**config.mk**
```make
export PLATFORM = sky130hd
export DESIGN_NAME = connect_argmax_flat
export DESIGN_NICKNAME = d
export VERILOG_FILES = /design/src/rtl/connect_argmax_pkg.sv /design/src/rtl/connect_argmax_if.sv /design/src/rtl/connect_argmax_bank.sv /design/src/rtl/connect_argmax.sv /design/src/flat_wrapper.sv
export SDC_FILE = /design/constraint.sdc
export NUM_CORES = 1
export LEC_CHECK = 0
export CAP_MARGIN = 25
export CORE_UTILIZATION = 46
export DETAILED_ROUTE_END_ITERATION = 8
export PLACE_DENSITY = 0.64
export SYNTH_ARGS = -nofsm -noshare
export SYNTH_HDL_FRONTEND = slang
export SYNTH_SLANG_ARGS = --single-unit
```
**constraint.sdc**
```tcl
create_clock -name clk -period 4.66 [get_ports clk]
set_clock_uncertainty 0.05 [all_clocks]
set_input_delay 0.932 -clock clk [delete_from_list [all_inputs] [get_ports clk]]
set_output_delay 0.932 -clock clk [all_outputs]
set_load 0.01 [all_outputs]
```
**src/rtl/connect_argmax_pkg.sv**
```systemverilog
// Shared types and helpers for the classifier argmax back end.
package connect_argmax_pkg;
   localparam int SCORE_W = 8;

   typedef enum logic {IDLE = 1'b0, ACC = 1'b1} state_t;

   // Strictly-greater signed compare; ties must not replace the incumbent.
   function automatic logic score_gt(input logic signed [SCORE_W-1:0] a,
                                     input logic signed [SCORE_W-1:0] b);
      return a > b;
   endfunction
endpackage

```
**src/rtl/connect_argmax_if.sv**
```systemverilog
// Score stream, control, readback and result bus of the argmax block.
interface connect_argmax_if
   import connect_argmax_pkg::*;
   #(parameter int NUM_CLASS = 10, parameter int IDX_W = 4);
   logic                       in_vld;
   logic signed [SCORE_W-1:0]  score;
   logic                       clear;
   logic [IDX_W-1:0]           rd_idx;
   logic signed [SCORE_W-1:0]  rd_score;
   logic [IDX_W-1:0]           class_idx;
   logic signed [SCORE_W-1:0]  max_score;
   logic                       out_vld;
   logic                       busy;

   modport master (output in_vld, score, clear, rd_idx,
                   input  rd_score, class_idx, max_score, out_vld, busy);
   modport slave  (input  in_vld, score, clear, rd_idx,
                   output rd_score, class_idx, max_score, out_vld, busy);
endinterface

```
**src/rtl/connect_argmax_bank.sv**
```systemverilog
// Per-class score register file: one write port, one combinational read port.
module connect_argmax_bank
   import connect_argmax_pkg::*;
   #(parameter int NUM_CLASS = 10, parameter int IDX_W = 4)
   (
   input  logic                      i_clk,
   input  logic                      i_rst_n,
   input  logic                      i_we,
   input  logic [IDX_W-1:0]          i_waddr,
   input  logic signed [SCORE_W-1:0] i_wdata,
   input  logic [IDX_W-1:0]          i_raddr,
   output logic signed [SCORE_W-1:0] o_rdata
   );
   localparam logic [IDX_W:0] NC = (IDX_W+1)'(NUM_CLASS);

   logic [NUM_CLASS-1:0][SCORE_W-1:0] r_mem;

   always_ff @(posedge i_clk or negedge i_rst_n) begin
      if (!i_rst_n) begin
         r_mem <= '0;
      end else if (i_we) begin
         r_mem[i_waddr] <= i_wdata;
      end
   end

   // Addresses past the last class read as zero rather than aliasing.
   always_comb begin
      o_rdata = '0;
      if ({1'b0, i_raddr} < NC) o_rdata = r_mem[i_raddr];
   end
endmodule

```
**src/rtl/connect_argmax.sv**
```systemverilog
// Running-max classifier: tracks the winning class over a NUM_CLASS-score frame.
module connect_argmax
   import connect_argmax_pkg::*;
   #(parameter int NUM_CLASS = 10, parameter int IDX_W = 4)
   (
   input  logic             clk,
   input  logic             rst_n,
   connect_argmax_if.slave  bus
   );
   localparam logic [IDX_W-1:0] LAST = IDX_W'(NUM_CLASS - 1);

   state_t                     r_state, w_state_nxt;
   logic [IDX_W-1:0]           r_cnt;
   logic signed [SCORE_W-1:0]  r_run_max;
   logic [IDX_W-1:0]           r_run_idx;
   logic [IDX_W-1:0]           r_class_idx;
   logic signed [SCORE_W-1:0]  r_max_score;
   logic                       r_out_vld;

   logic                       w_acc, w_last, w_take;
   logic signed [SCORE_W-1:0]  w_new_max;
   logic [IDX_W-1:0]           w_new_idx;

   assign w_acc  = bus.in_vld & ~bus.clear;
   assign w_last = (r_cnt == LAST);
   // First score of a frame seeds the running max unconditionally.
   assign w_take    = (r_cnt == '0) | score_gt(bus.score, r_run_max);
   assign w_new_max = w_take ? bus.score : r_run_max;
   assign w_new_idx = w_take ? r_cnt     : r_run_idx;

   always_ff @(posedge clk or negedge rst_n) begin
      if (!rst_n) r_state <= IDLE;
      else        r_state <= w_state_nxt;
   end

   always_comb begin
      w_state_nxt = r_state;
      case (r_state)
         IDLE: if (w_acc) w_state_nxt = ACC;
         ACC: begin
            if (bus.clear)           w_state_nxt = IDLE;
            else if (w_acc && w_last) w_state_nxt = IDLE;
         end
         default: w_state_nxt = IDLE;
      endcase
   end

   always_ff @(posedge clk or negedge rst_n) begin
      if (!rst_n) begin
         r_cnt       <= '0;
         r_run_max   <= '0;
         r_run_idx   <= '0;
         r_class_idx <= '0;
         r_max_score <= '0;
         r_out_vld   <= 1'b0;
      end else begin
         r_out_vld <= w_acc & w_last;
         if (bus.clear) begin
            r_cnt <= '0;
         end else if (w_acc) begin
            r_run_max <= w_new_max;
            r_run_idx <= w_new_idx;
            if (w_last) begin
               r_cnt       <= '0;
               r_class_idx <= w_new_idx;
               r_max_score <= w_new_max;
            end else begin
               r_cnt <= r_cnt + 1'b1;
            end
         end
      end
   end

   connect_argmax_bank #(.NUM_CLASS(NUM_CLASS), .IDX_W(IDX_W)) u_bank (
      .i_clk   (clk),
      .i_rst_n (rst_n),
      .i_we    (w_acc),
      .i_waddr (r_cnt),
      .i_wdata (bus.score),
      .i_raddr (bus.rd_idx),
      .o_rdata (bus.rd_score)
   );

   assign bus.class_idx = r_class_idx;
   assign bus.max_score = r_max_score;
   assign bus.out_vld   = r_out_vld;
   assign bus.busy      = (r_state == ACC);
endmodule

```
**src/flat_wrapper.sv**
```systemverilog
// flat-port wrapper written by rule: the top's interface ports become plain ports
module connect_argmax_flat import connect_argmax_pkg::*;
#(parameter int NUM_CLASS = 10, parameter int IDX_W = 4)
  (clk, rst_n, bus_in_vld, bus_score, bus_clear, bus_rd_idx, bus_rd_score, bus_class_idx, bus_max_score, bus_out_vld, bus_busy);
  connect_argmax_if #(.NUM_CLASS(NUM_CLASS), .IDX_W(IDX_W)) bus_i ();
  input  logic clk;
  input  logic rst_n;
  input wire logic [$bits(bus_i.in_vld)-1:0] bus_in_vld;
  input wire logic [$bits(bus_i.score)-1:0] bus_score;
  input wire logic [$bits(bus_i.clear)-1:0] bus_clear;
  input wire logic [$bits(bus_i.rd_idx)-1:0] bus_rd_idx;
  output wire logic [$bits(bus_i.rd_score)-1:0] bus_rd_score;
  output wire logic [$bits(bus_i.class_idx)-1:0] bus_class_idx;
  output wire logic [$bits(bus_i.max_score)-1:0] bus_max_score;
  output wire logic [$bits(bus_i.out_vld)-1:0] bus_out_vld;
  output wire logic [$bits(bus_i.busy)-1:0] bus_busy;
  assign bus_i.in_vld = bus_in_vld;
  assign bus_i.score = bus_score;
  assign bus_i.clear = bus_clear;
  assign bus_i.rd_idx = bus_rd_idx;
  assign bus_rd_score = bus_i.rd_score;
  assign bus_class_idx = bus_i.class_idx;
  assign bus_max_score = bus_i.max_score;
  assign bus_out_vld = bus_i.out_vld;
  assign bus_busy = bus_i.busy;
  connect_argmax #(.NUM_CLASS(NUM_CLASS), .IDX_W(IDX_W)) u_core (.clk(clk), .rst_n(rst_n), .bus(bus_i));
endmodule
```
**Word-level counts from Yosys, hierarchy flattened**

Index checks and enable logic that the tools add are counted.

- Flip-flop bits (word level): 110
- Input port bits: 16
- Output and inout port bits: 22
- Logic and storage cells: 50

- $add $sub $neg: 1
- Order comparisons: 5
- Equality and inequality tests: 1
- Mux-type cells: 15
- Bitwise operators: 5
- Reductions and logical operators: 6

Operators with widths:

| operator | number |
|---|---|
| bitwise mux 80 bit | 1 |
| binary-select mux 8 bit (select 4 bit) | 1 |
| demux 8 bit (select 4 bit) | 1 |
| two-way mux 8 bit | 4 |
| two-way mux 4 bit | 4 |
| less-than comparator 4 x 5 -> 1 bit, second input constant | 2 |
| > comparator 8 bit | 1 |
| adder 4 x 1 -> 4 bit, second input constant | 1 |
| equality test 4 bit, second input constant | 1 |
| >= comparator 4 x 1 -> 1 bit, second input constant | 1 |
| zero test 4 bit | 1 |
| less-than comparator 4 bit, second input constant | 1 |
| two-way mux 1 bit | 3 |
| AND reduction 3 bit | 1 |
| AND 1 bit | 2 |
| logical AND 1 bit | 2 |
| NOT 1 bit | 2 |
| one-hot mux 1 bit (2 select lines) | 1 |
| AND reduction 2 bit | 1 |
| nonzero test 2 bit | 1 |
| OR 1 bit | 1 |

**Longest topological paths before layout**

Gate-level depths: netlist (run 1).

- Depth in word-level cells: 6
- Depth in mapped cells: 8
- Depth with buffers taken out: 7

**Cells and area by module**

A second synthesis (run 1) with hierarchy kept.

- Cells, all modules: 423
- Area total of the unflattened synthesis: 5506.5 µm²

By module, submodules not included:

| module | instances | cells each | area an instance (µm²) | sequential area each (µm²) |
|---|---|---|---|---|
| connect_argmax_bank | 1 | 260 | 3806.2 | 2001.9 |
| connect_argmax | 1 | 163 | 1700.4 | 750.7 |

**Worst setup path before layout (run 1)**

OpenSTA, ideal clock, no wires.

- Path type: input port to output port
- From: input port bus_rd_idx[0]
- To: output port bus_rd_score[3]
- Data arrival time: 2.346 ns
- Data required time: 3.678 ns
- Slack: 1.332 ns
- Stages on the path: 5
- Buffers on the path: 2
- Path through: clkbuf_1 buf_2 mux4_2 a21oi_1 o21ai_0

- Cells in the longest elaborated chain, start to end: 3
- Elaborated cells between the ends (all ways): 4
- Those cells by class: order compare (1); mux (3)

Ends and longest elaborated chain:

| element | line | text |
|---|---|---|
| start: declaration | flat_wrapper.sv:11 | `input wire logic [$bits(bus_i.rd_idx)-1:0] bus_rd_idx;` |
| binary-select mux 8 bit (select 4 bit) | connect_argmax_bank.sv:29 | `if ({1'b0, i_raddr} < NC) o_rdata = r_mem[i_raddr];` |
| two-way mux 8 bit (not written as such) | connect_argmax_bank.sv:29 |  |
| two-way mux 8 bit * | connect_argmax_bank.sv:29 |  |
| end: declaration | flat_wrapper.sv:12 | `output wire logic [$bits(bus_i.rd_score)-1:0] bus_rd_score;` |

Every way passes the cells marked *; elsewhere a longest branch is shown, timed or not. The select of a mux whose other input is x is not followed.

**Worst setup path after layout (run 1)**

- From: input port bus_rd_idx[0]
- To: output port bus_rd_score[5]

The elaborated chain is that of the path after synthesis.

==> results of run 1 <==
[per-stage QoR]
| step | utilization | instance area (um2) | power, W |
|---|---|---|---|
| finish | 0.5502 | 6017 | 0.002333 |
| global route | 0.5502 | 6017 | 0.002453 |
| CTS | 0.5477 | 5989 | 0.002359 |
| detailed placement | 0.5205 | 5692 | 0.001581 |
| global placement | 0.5205 | 5692 | 0.001562 |
| floorplan | - | 5223 | 0.001448 |
[sequential cells by signal (all words and copies together), names as in the netlist]
register and flops:
u_core.bus.max_score 8, u_core.r_run_max 8, u_core.r_run_idx 4, u_core.bus.class_idx 4, u_core.u_bank.r_mem 80, u_core.bus.busy 1, u_core.bus.out_vld 1, u_core.r_cnt 4
[worst paths after layout]
kind                                      endpoint  slack, ps  depth (start not counted)
setup / recovery                   bus_rd_score[5]        680                          6
hold / removal             u_core.bus.max_score[3]        330                          1
setup reg to reg           u_core.bus.class_idx[2]       2190                          7
hold reg to reg            u_core.u_bank.r_mem[77]        440                          1
max in group asynchronous  u_core.u_bank.r_mem[32]       3170                          3
min in group clk           u_core.u_bank.r_mem[77]        440                          1
[power by group through the flow]
stage	Combinational [W]	Sequential (W)	Clock [W]
3_5_place_dp	0.000435	0.00115	0
3_3_place_gp	0.000422	0.00114	0
2_1_floorplan	0.000326	0.00112	0
5_1_grt	0.000482	0.00114	0.000828
6_report	0.000439	0.00113	0.000766
4_1_cts	0.000437	0.00113	0.000795
[area by class of cell]
class	count	area, um2	share of cell area
clock inverter	6	68.82	0.01144
sequential	110	2753	0.4575
multi-input combinational	264	2312	0.3843
clock buffer	10	229.0	0.03805
inverter	11	41.29	0.006862
tap	140	175.2	0.02911
timing repair buffer	42	437.9	0.07278
[logic make-up after synthesis]
logic type	count (synthesis)	share of synthesized area
compound gates	63	0.08290
buf+inv	38	0.03019
flops	110	0.5271
mux	97	0.2460
xor+xnor	2	0.003355
simple gates	94	0.09128
fa+ha+maj	8	0.01917
[worst reg2reg max path, delay by kind of cell, from the launching register on]
kind	cells	cell delay, ps
AOI/OAI and AO/OA	3	1130
adders and majority gates	1	340
buffers and inverters	1	50
DFF	1	380
and+or+nand+nor	2	430
[per-layer routing]
layer,global-route usage,vias to the layer above,wire length (um)
met5,0,-,0
met4,0.05116,0,77
met3,0.03195,7,325
met2,0.3476,45,5496
met1,0.3017,1812,5576
li1,-,1566,-
[cells in the final DEF (no fill, tap or decap), types with 3 or more instances in the layout]
cell / count
clkbuf_16: 9
and2_1: 9
nor4_1: 7
clkdlybuf4s50_1: 36
mux2i_1: 8
a32o_1: 4
nor2_1: 19
ha_1: 8
inv_1: 11
dfrtp_1: 110
buf_4: 4
mux4_2: 16
mux2_2: 67
and3_1: 3
nand3_1: 11
mux2_4: 6
a21o_1: 8
a221o_1: 7
a21oi_1: 15
o21ai_0: 18
nor2b_1: 6
nand2_1: 27
==> results.toml, run 1 <==
[placement]
post-place-ws_ps = 674.0
routabilityCongestion = 0.7709
hpwlAfterDp_um = 7619
portBuffers = 37
post-place-cells = 566

[die]
row_count = 38
core_region_area_um2 = 10940
start_util = 0.4776
die_w_um = 108.6
die_y_um = 108.6
ios = 38
die_area_um2 = 11780

[run_status]
status = "completed"

[setup_path]
path_cells = "clkdlybuf4s50_1 > buf_12 > mux4_2 > a21oi_1 > o21ai_0 > clkdlybuf4s50_1"
cp_top_family = "buffers and inverters"
r2r_start = "u_core.r_run_max[7]"
crit_type = "in2out"
critPathMaxFanout = 24
crit_arrival_ps = 3000
slowest_delay_ps = 530
startpoint = "bus_rd_idx[0]"
cp.required_ps = 3680
crit_top_cell = "clkdlybuf4s50_1"
crit_path_start_kind = "input port"
worstSetupEndpointType = "output port"
worst_path_max_delay_cell = "clkdlybuf4s50_1"
crit_buf_inv = 3

[clock_tree]
ctsRootBufferMaster = "clkbuf_16"
cts.htree.levels = 3
ctsHoldBuffers = 0
clk_latency_ps = 340
cts_sinks = 110
clockBufferDepth = 2
clk_pin_slew_ps = 70
ctsResizeCount = 0
cts_buffers = 9
cts_tree = "yes"
post-cts-setup-buffer-count = 0

[global_routing]
antenna_found_initial = 0
grt_overflow = 0
grt_pass1_vias = 3452
grt_pass1_wl_um = 18810
grt_max_degree = 75
track_usage = 0.2137

[logic_synthesis]
synth_area_leaders = "dfrtp_1 (53%), mux2_2 (14%), mux4_2 (6.9%)"
ys_ff_latch = 110
ys_types = 41
yosysWarnings = 0
synth_ff_type = "dfrtp_1"
synth-edff-count = 0
ys_seq_area_frac = 0.5271
yosys.area.top_type = "dfrtp_1"
synth_cells = 412
synth.avg_cell_area_um2 = 12.68
synth_most_common_cell = "dfrtp_1"
netlist.area_leader.share = 0.5271
synthesis.nets = 436
ys_async_sr_fraction = 1.000
syn_area_um2 = 5223
yosys-top-cells-count = "dfrtp_1 (110), mux2_2 (67), nand2_1 (27), clkbuf_1 (20), nor2_1 (19)"

[power_and_ir_drop]
power_density_nw_per_um2 = 387.8
ir_worst_vdd_uv = 296.1
p_comb_frac = 0.188
p_sw_w = 0.0006315
leakage_nw = 2.838
seq_power_share = 0.484
clock_power_share = 0.328
p_int_w = 0.001702
switching_share = 0.2706

[drt]
post_drt_wl_per_cell_um = 19.68
dr_total_vias = 3430
firstDrtPassIters = 4
via_per_inst = 5.883
drcViolationCount = 0
dr.first_iter.drc_count = 213
ant_nets = 0
wirelength_um = 11480

[finish]
fillers = 967
drive_above_1_share = 0.2619
final_cells = 583
num-nets-final = 462
num_antenna_cells = 0
syn_to_final_growth_pct = 15.21

[sta]
clock.fmax_mhz = 251.4
min_period_ps = 3977
rsz0062_at_grt = "false"
whs_ps = 327.4
worstMarginPinSlew_ps = 689.0
maxSlewHeadroom = 0.5392
setup_viol_count_final = 0
final-max-slew-violation-count = 0
finalCritPeriodShare = 0.8535
finalSetupTns_ps = 0
final-hold-violation-count = 0
setup_ws_ps = 682.6

[worst_hold_path]
hold_path_class = "in2async"

[flow_run]
drv.max_cap_violation_count = 0
Note: power is estimated with default switching activity, not from simulation.
==> run 2: changes to the inputs <==
ABC_CLOCK_PERIOD_IN_PS = 4660   (was default)
==> results of run 2 <==
The final DEF is identical to that of run 1; final timing and power are the same.
